--- src/rtl/ad7705_slave.sv ---
// Behavioural AD7705 SPI slave: decodes comms bytes, holds setup/clock registers,
// serves status and 16-bit data reads, and resyncs on 32 consecutive MOSI ones.
module ad7705_slave #(
    parameter logic       DRDY_READY_LEVEL = 1'b1,
    parameter logic [7:0] SETUP_RST        = 8'h01,
    parameter logic [7:0] CLOCK_RST        = 8'h05
) (
    input  logic        clk,
    input  logic        reset,
    input  logic        adc_reset,
    input  logic        SCK,
    input  logic        MOSI,
    output logic        MISO,
    input  logic [15:0] sample,
    input  logic        sample_valid,
    output logic        drdy,
    output logic [7:0]  setup_reg,
    output logic [7:0]  clock_reg,
    output logic        data_read
);

    typedef enum logic [1:0] {COMM, WRITE, READ} state_t;

    state_t      state, state_d;
    logic        sck_s1, sck_s2, sck_d, mosi_s1, mosi_s2;
    logic [6:0]  shift_in;
    logic [3:0]  bit_cnt;
    logic [4:0]  ones_cnt;
    logic [2:0]  rs_q;
    logic [15:0] shift_out, data_reg, out_word;
    logic        sv_during;

    logic        rise, fall, bit_in, resync, byte_done;
    logic        comm_accept, enter_read, wr_setup, wr_clock, data_done;
    logic [7:0]  byte_in;
    logic [3:0]  last_bit;

    assign rise     = sck_s2 & ~sck_d;
    assign fall     = ~sck_s2 & sck_d;
    assign bit_in   = mosi_s2;
    assign byte_in  = {shift_in, bit_in};
    assign resync   = rise && bit_in && (ones_cnt == 5'd31);
    assign last_bit = (state == READ && rs_q == 3'd3) ? 4'd15 : 4'd7;
    assign byte_done = rise && !resync && (bit_cnt == last_bit);

    // NOTE: every always_comb output gets a default first, so no path can infer a latch.
    always_comb begin
        state_d     = state;
        comm_accept = 1'b0;
        enter_read  = 1'b0;
        wr_setup    = 1'b0;
        wr_clock    = 1'b0;
        data_done   = 1'b0;
        case (state)
            COMM: if (byte_done && !byte_in[7]) begin
                comm_accept = 1'b1;
                enter_read  = byte_in[3];
                state_d     = byte_in[3] ? READ : WRITE;
            end
            WRITE: if (byte_done) begin
                wr_setup = (rs_q == 3'd1);
                wr_clock = (rs_q == 3'd2);
                state_d  = COMM;
            end
            READ: if (byte_done) begin
                data_done = (rs_q == 3'd3);
                state_d   = COMM;
            end
            default: state_d = COMM;
        endcase
        if (resync) state_d = COMM;
    end

    // Read word is left-justified so 8-bit reads use the top byte.
    always_comb begin
        out_word = 16'h0000;
        case (byte_in[6:4])
            3'd0: out_word = {(drdy ? DRDY_READY_LEVEL : ~DRDY_READY_LEVEL), byte_in[6:0], 8'h00};
            3'd1: out_word = {setup_reg, 8'h00};
            3'd2: out_word = {clock_reg, 8'h00};
            3'd3: out_word = data_reg;
            default: out_word = 16'h0000;
        endcase
    end

    always_ff @(posedge clk or negedge reset) begin
        if (!reset)          state <= COMM;
        else if (!adc_reset) state <= COMM;
        else                 state <= state_d;
    end

    // NOTE: state uses non-blocking assignments only; the soft reset mirrors the async one.
    always_ff @(posedge clk or negedge reset) begin
        if (!reset) begin
            {sck_s1, sck_s2, sck_d} <= 3'b111;
            {mosi_s1, mosi_s2}      <= 2'b00;
            shift_in  <= '0;
            bit_cnt   <= '0;
            ones_cnt  <= '0;
            rs_q      <= '0;
            shift_out <= '0;
            data_reg  <= '0;
            sv_during <= 1'b0;
            MISO      <= 1'b1;
            drdy      <= 1'b0;
            data_read <= 1'b0;
            setup_reg <= SETUP_RST;
            clock_reg <= CLOCK_RST;
        end else if (!adc_reset) begin
            {sck_s1, sck_s2, sck_d} <= 3'b111;
            {mosi_s1, mosi_s2}      <= 2'b00;
            shift_in  <= '0;
            bit_cnt   <= '0;
            ones_cnt  <= '0;
            rs_q      <= '0;
            shift_out <= '0;
            data_reg  <= '0;
            sv_during <= 1'b0;
            MISO      <= 1'b1;
            drdy      <= 1'b0;
            data_read <= 1'b0;
            setup_reg <= SETUP_RST;
            clock_reg <= CLOCK_RST;
        end else begin
            sck_s1  <= SCK;
            sck_s2  <= sck_s1;
            sck_d   <= sck_s2;
            mosi_s1 <= MOSI;
            mosi_s2 <= mosi_s1;

            if (rise) begin
                shift_in <= byte_in[6:0];
                ones_cnt <= (!bit_in || resync) ? 5'd0 : ones_cnt + 5'd1;
                bit_cnt  <= (byte_done || resync) ? 4'd0 : bit_cnt + 4'd1;
            end

            if (comm_accept) rs_q <= byte_in[6:4];
            if (wr_setup)    setup_reg <= byte_in;
            if (wr_clock)    clock_reg <= byte_in;
            if (sample_valid) data_reg <= sample;

            // A new sample outranks both clearing sources in the same cycle.
            if (sample_valid)                  drdy <= 1'b1;
            else if (data_done && !sv_during)  drdy <= 1'b0;
            else if (wr_setup)                 drdy <= 1'b0;

            if (enter_read)                          sv_during <= 1'b0;
            else if (state == READ && sample_valid)  sv_during <= 1'b1;

            data_read <= data_done;

            // First falling edge re-presents the MSB; later ones advance the word.
            if (state_d == READ) begin
                if (enter_read) begin
                    shift_out <= out_word;
                    MISO      <= out_word[15];
                end else if (fall) begin
                    MISO      <= shift_out[15];
                    shift_out <= {shift_out[14:0], 1'b0};
                end
            end else begin
                MISO <= 1'b1;
            end
        end
    end

endmodule

--- config.mk ---
export PLATFORM = sky130hd
export DESIGN_NAME = ad7705_slave
export DESIGN_NICKNAME = d
export VERILOG_FILES = /design/src/rtl/ad7705_slave.sv
export SDC_FILE = /design/constraint.sdc
export NUM_CORES = 1
export LEC_CHECK = 0
export ABC_AREA = 1
export CORE_MARGIN = 1
export CORE_UTILIZATION = 39
export CTS_CLUSTER_SIZE = 16
export DETAILED_ROUTE_END_ITERATION = 6
export PLACE_DENSITY_LB_ADDON = 0.05
export SYNTH_ARGS = -nofsm -noshare
export SYNTH_HDL_FRONTEND = slang
export SYNTH_SLANG_ARGS = --single-unit
--- constraint.sdc ---
create_clock -name clk -period 3.4 [get_ports clk]
set_clock_uncertainty 0.1 [all_clocks]
set_input_delay 0.51 -clock clk [delete_from_list [all_inputs] [get_ports clk]]
set_output_delay 0.51 -clock clk [all_outputs]
set_load 0.02 [all_outputs]
==> results of run 1 <==
kinds of logic (layout without fill, tap and decap cells):
kind of cell	count (synthesis)	after routing	share of synthesized area
AO/OA/AOI/OAI	87	87	0.1306
XOR/XNOR	3	3	0.006909
adder cells (fa/ha/maj)	7	7	0.02303
buffers and inverters	79	119	0.08651
flip-flops	78	78	0.5155
multiplexers	1	1	0.002632
AND/OR/NAND/NOR	192	192	0.2349
synth_stat cells (2+ instances only):
cell,number
dfstp_2,7
o22ai_1,7
clkbuf_1,10
nor2_2,2
inv_1,59
a21oi_1,10
xor2_1,2
nand2_4,2
nand4_1,9
nand3_2,2
o21ai_1,2
buf_4,2
a221oi_1,2
o21ai_0,58
buf_6,3
nand2_2,4
dfrtp_1,71
nand3_1,55
nor2_1,13
nand2_1,94
a32o_1,2
buf_2,2
nor3_1,3
or2_2,6
ha_1,7
area by class of cell:
class | count | area, µm² | share of cell area
clock inverters | 6 | 86.33 | 0.01924
clock buffers | 10 | 127.6 | 0.02844
repair buffers | 42 | 407.9 | 0.09091
well taps | 129 | 161.4 | 0.03597
flip-flops and latches | 78 | 1961 | 0.4370
multi-input cells | 290 | 1514 | 0.3374
inverters | 61 | 229.0 | 0.05103
worst max path at each step:
stage,from,cells after the start,slack [ns],end
6_report,ones_cnt[0],12,0.54,shift_out[12]
5_1_grt,ones_cnt[0],12,0.23,shift_out[12]
4_1_cts,ones_cnt[0],12,0.52,shift_out[10]
3_5_place_dp,ones_cnt[0],12,0.54,shift_out[10]
3_3_place_gp,ones_cnt[0],12,0.62,shift_out[7]
2_1_floorplan,ones_cnt[0],15,1.17,shift_out[13]
power by group through the flow:
stage	combinational, µW	clock [µW]	sequential (µW)
global placement	133	0	980
detailed placement	135	0	980
global route	148	822	964
floorplan	60.5	0	982
finish	131	774	961
CTS	135	795	961
through the flow:
stage / util / instance area [µm²] / hold slack (ns)
finish: 0.4810 / 4487 / 0.2097
global route: 0.4810 / 4487 / 0.2849
CTS: 0.4810 / 4487 / 0.2487
detailed placement: 0.4581 / 4273 / 0.3206
global placement: 0.4581 / 4273 / 0.3153
floorplan: - / 3804 / 0.1144
routing by layer:
layer	vias up	wire, µm	track usage
li1	1545	-	-
met1	1465	4638	0.2819
met2	71	4258	0.3240
met3	10	371	0.03190
met4	0	139	0.08250
met5	-	0	0
placed cells by master (no fill, tap or decap), types with 3 or more instances in the layout:
cell / synthesis / routed
ha_1: 7 / 7
o22ai_1: 7 / 7
nand4_1: 9 / 9
clkdlybuf4s50_1: 0 / 38
a21oi_1: 10 / 10
nand2_2: 4 / 4
dfrtp_1: 71 / 71
clkbuf_8: 0 / 9
inv_1: 59 / 59
nor2_1: 13 / 13
dfstp_2: 7 / 7
nor3_1: 3 / 3
or2_2: 6 / 6
nand3_1: 55 / 55
o21ai_0: 58 / 58
nand2_1: 94 / 94
buf_4: 2 / 3
==> impl_metrics.ini, run 1 <==
[synth]
yosysWarnings = 0
syn_area_um2 = 3804
synthCells = 447
synth.largest_area_cell = dfrtp_1
synthFlopType = dfrtp_1
ys_seq_elements = 78
synth-seq-area-share = 0.5155
netlist-cell-type-count = 38
avgSynthCellArea_um2 = 8.509
synth_top_area_frac = 0.4671
async_flop_share = 1.000
synth_edf_count = 0
synthesis.nets = 476
ys_top_cells_by_area = dfrtp_1 (47%), nand2_1 (9.3%), o21ai_0 (7.6%)

[place]
place_inst = 600
dp_hpwl_um = 6448
port_buffers = 40
place_ws_ns = 0.5413
gp_congestion = 0.8317

[clocking]
ctsHoldBuffers = 0
post_cts_buffers = 0
clock_latency_ns = 0.35
clock-sinks = 78
cts_tree = built
ctsResizeCount = 0
cts_made_buffers = 9
path_clk_slew_ns = 0.09
h-tree-depth = 3
cts_root_buffer = clkbuf_8
cts_max_path_buffers = 2

[pwr]
swShare = 0.2450
p_int_uw = 1409
ir_drop_mv = 0.2057
power_density_nw_per_um2 = 416.0
pwr-share-seq = 0.515
combPwrFrac = 0.070
clock_power_share = 0.415
leakagePower_uw = 0.002067
p_total_uw = 1866
p_sw_uw = 457.3

[sta]
tightest_slew_ns = 0.9731
clock.fmax_ghz = 0.3496
period_needed_ns = 2.860
relSlewSlack = 0.3513
finalSetupTns_ns = 0
setup_ws_ns = 0.5398
setup_viol = 0
maxSlewViolCount = 0
rsz0062_at_grt = false
hold_viol_final = 0
fin_crit_sh = 0.8412

[setup_path]
setup.worst_path.end_class = flop
r2r_end = shift_out[12]
cpPeakStageDelay_ns = 0.45
r2r_slack_ns = 0.54
r2r_cells = 12
reg2reg_from = ones_cnt[0]
cp_top_family = simple AND/OR/NAND/NOR gates
cp.required_ns = 3.53
cp_slowest_cell = o211ai_2
critPathKind = reg -> reg
path_max_fanout = 21
path_buf_inv = 0
worstPathCellList = ha_1, nand2_1, nor2_1, ha_1, nand4_1, nand2_2, a21oi_4, nand4_4, o211ai_2, nand2_4, nand2_1, nand2_1
crit_arrival_ns = 2.99
start_kind = flop
crit_path_frequent_cell = nand2_1

[routing]
routed_wl_um = 9408
wl_per_cell_um = 15.27
ant_nets = 0
vias_per_cell = 5.018
num_vias = 3091
drc = 0
first_pass_iters = 4
drtIter0Drc = 149

[layout]
final_nets = 511
nFillCells = 932
area_growth_pct = 17.96
final_cells = 616
diodes = 0
drive_gt1_frac = 0.09446

[min_path]
hold_class = in -> async

[floorplanning]
initial_core_util = 0.4078
io-pin-count = 41
rows = 35
dieHeight_um = 100.8
die_area_um2 = 10150
die_x_um = 100.8
coreArea_um2 = 9328

[grt]
grtUsageTotal = 0.2049
grt_pass1_vias = 3075
grt_pass1_wl_um = 15750
grt_max_degree = 79
overflow = 0
antenna_found_initial = 0

[job]
cap_violations = 0

[status]
outcome = finished clean
Power figures use the tool's default switching activity.
==> run 2, diff against run 1 <==
==> constraint.sdc (replaced) <==
create_clock -name clk -period 2.64 [get_ports clk]
set_clock_uncertainty 0.1 [all_clocks]
set_input_delay 0.396 -clock clk [delete_from_list [all_inputs] [get_ports clk]]
set_output_delay 0.396 -clock clk [all_outputs]
set_load 0.02 [all_outputs]
==> run 2 against run 1 <==
  * Via count rose by 2.1%
  * Power up 27%
  * Routed wire length grew 3.0%
  * Die area did not move
  * Combinational power up 46%
  * Cell area up 3.5%
  * Largest cell class unchanged
==> impl_metrics.ini, run 2 (synthesized netlist as in run 1, its figures left out) <==
[layout]
drive_gt1_frac = 0.1245
final_common_cell = nand2_1
area.sequential_um2 = 1961
final_nets = 522
area_growth_pct = 22.14
fin_area_um2 = 4646
diodes = 0
multi_input_area_um2 = 1575
nFillCells = 952
final_cell_mix = nand2_1 (93), dfrtp_1 (71), inv_1 (59)

[pwr]
ir_drop_mv = 0.3099
swShare = 0.2630
p_sw_uw = 621.6
p_int_uw = 1742
pwr-share-seq = 0.524
combPwrFrac = 0.081
p_total_uw = 2364
power_density_nw_per_um2 = 508.8
leakagePower_uw = 0.002106
clock_power_share = 0.395

[floorplanning]
coreArea_um2 = 9328
io-pin-count = 41
die_area_um2 = 10150
die_x_um = 100.8
initial_core_util = 0.4078
rows = 35
dieHeight_um = 100.8

[sta]
clock.fmax_ghz = 0.4121
rsz0062_at_grt = false
maxSlewViolCount = 0
relSlewSlack = 0.5907
period_needed_ns = 2.426
fin_crit_sh = 0.9191
hold_viol_final = 0
setup_viol = 0
tightest_slew_ns = 0.6139
setup_ws_ns = 0.2136

[setup_path]
cp.required_ns = 2.78
start_kind = flop
path_max_fanout = 7
crit_arrival_ns = 2.57
setup.worst_path.end_class = flop
critPathKind = reg -> reg

[clocking]
cts_max_path_buffers = 2
cts_tree = built
h-tree-depth = 3
cts_made_buffers = 9
clock_latency_ns = 0.36
path_clk_slew_ns = 0.08
cts_root_buffer = clkbuf_8
clock-sinks = 78

[grt]
grtUsageTotal = 0.2084
antenna_found_initial = 0
grt_pass1_vias = 3066
overflow = 0
grt_pass1_wl_um = 15950
grt_max_degree = 48

[routing]
ant_nets = 0
first_pass_iters = 4
num_vias = 3156
drc = 0
vias_per_cell = 5.033
drtIter0Drc = 161
wl_per_cell_um = 15.45
routed_wl_um = 9687

[place]
place_ws_ns = -0.007486
gp_congestion = 0.8564
dp_hpwl_um = 6846
placed_cell_area_um2 = 4330
port_buffers = 40

[status]
outcome = finished clean

[min_path]
hold_class = reg -> reg

[job]
cap_violations = 0
==> run 2: changes by cell type in the layout (fill, tap and decap cells not counted), sizes merged <==
cell	before	now
inv	60	62
clkinvlp	1	3
dlygate4sd3	0	1
buf	4	14
bufinv	2	1
clkinv	4	1
==> run 2: through the flow <==
step | setup TNS, ns | cells | hold WS [ns] | util
global route | 0 | 627 | 0.3787 | 0.4981
CTS | 0 | 623 | 0.3501 | 0.4871
global placement | 0 | 606 | 0.3189 | 0.4643
detailed placement | -0.007486 | 606 | 0.3308 | 0.4643
finish | 0 | 627 | 0.3453 | 0.4981
floorplan | 0 | 447 | 0.0004089 | -
==> run 2: metal layers <==
metal	wire, µm	vias up	track usage
met1	4673	1496	0.2907
met3	392	13	0.03675
met4	168	0	0.07804
met2	4453	75	0.3246
li1	-	1572	-
met5	0	-	0
==> run 2: final timing paths <==
path / from / end / cells past startpoint / slack [ns]
min in group asynchronous: reset / setup_reg[5] / 2 / 0.50
worst max register to register: ones_cnt[0] / shift_out[2] / 18 / 0.21
worst min-delay path: mosi_s1 / bit_in / 2 / 0.35
max in group asynchronous: reset / MISO / 3 / 1.26
worst min register to register: mosi_s1 / bit_in / 2 / 0.35
worst max-delay path: ones_cnt[0] / shift_out[2] / 18 / 0.21
==> run 2: layout make-up <==
class                           count  area share
Sequential cell                    78      0.4220
Multi-Input combinational cell    290      0.3391
Timing Repair Buffer               53      0.1123
Inverter                           61     0.04929
Tap cell                          129     0.03474
Clock buffer                       10     0.02747
Clock inverter                      6     0.01508
==> run 2: power groups by stage <==
stage / sequential (µW) / clock (µW) / combinational (µW)
floorplan: 1270 / 0 / 78.0
global placement: 1260 / 0 / 180
detailed placement: 1260 / 0 / 182
CTS: 1240 / 952 / 184
global route: 1240 / 998 / 214
finish: 1240 / 934 / 191
==> run 2: timing repair <==
action	CTS	global route
endpoints found under the hold margin	40	0
setup endpoints to repair	6	19
resized for setup	1	11
setup buffers	0	4
pin swaps	0	3
hold buffers	1	0
==> run 2: critical path: stages, from the launching register on <==
cell     delay, ns
dfrtp_1       0.40
ha_2          0.19
nand2_1       0.07
nor2_1        0.10
ha_2          0.18
nand4_1       0.17
nand2_2       0.18
inv_2         0.06
nand2_1       0.08
nand2_1       0.05
nand2_1       0.07
nand2_1       0.07
inv_1         0.07
nand2_2       0.07
nand3_4       0.09
nand2_8       0.09
buf_4         0.16
nand3_1       0.06
nand2_1       0.06
==> run 3, diff against run 2 <==
--- a/config.mk
+++ b/config.mk
@@ -11,6 +11,8 @@
 export CTS_CLUSTER_SIZE = 16
 export DETAILED_ROUTE_END_ITERATION = 6
 export PLACE_DENSITY_LB_ADDON = 0.05
+export SKIP_LAST_GASP = 1
+export SLEW_MARGIN = 20
 export SYNTH_ARGS = -nofsm -noshare
 export SYNTH_HDL_FRONTEND = slang
 export SYNTH_SLANG_ARGS = --single-unit
==> results of run 3 <==
No change in the layout: final DEF, timing and power equal those of run 2.
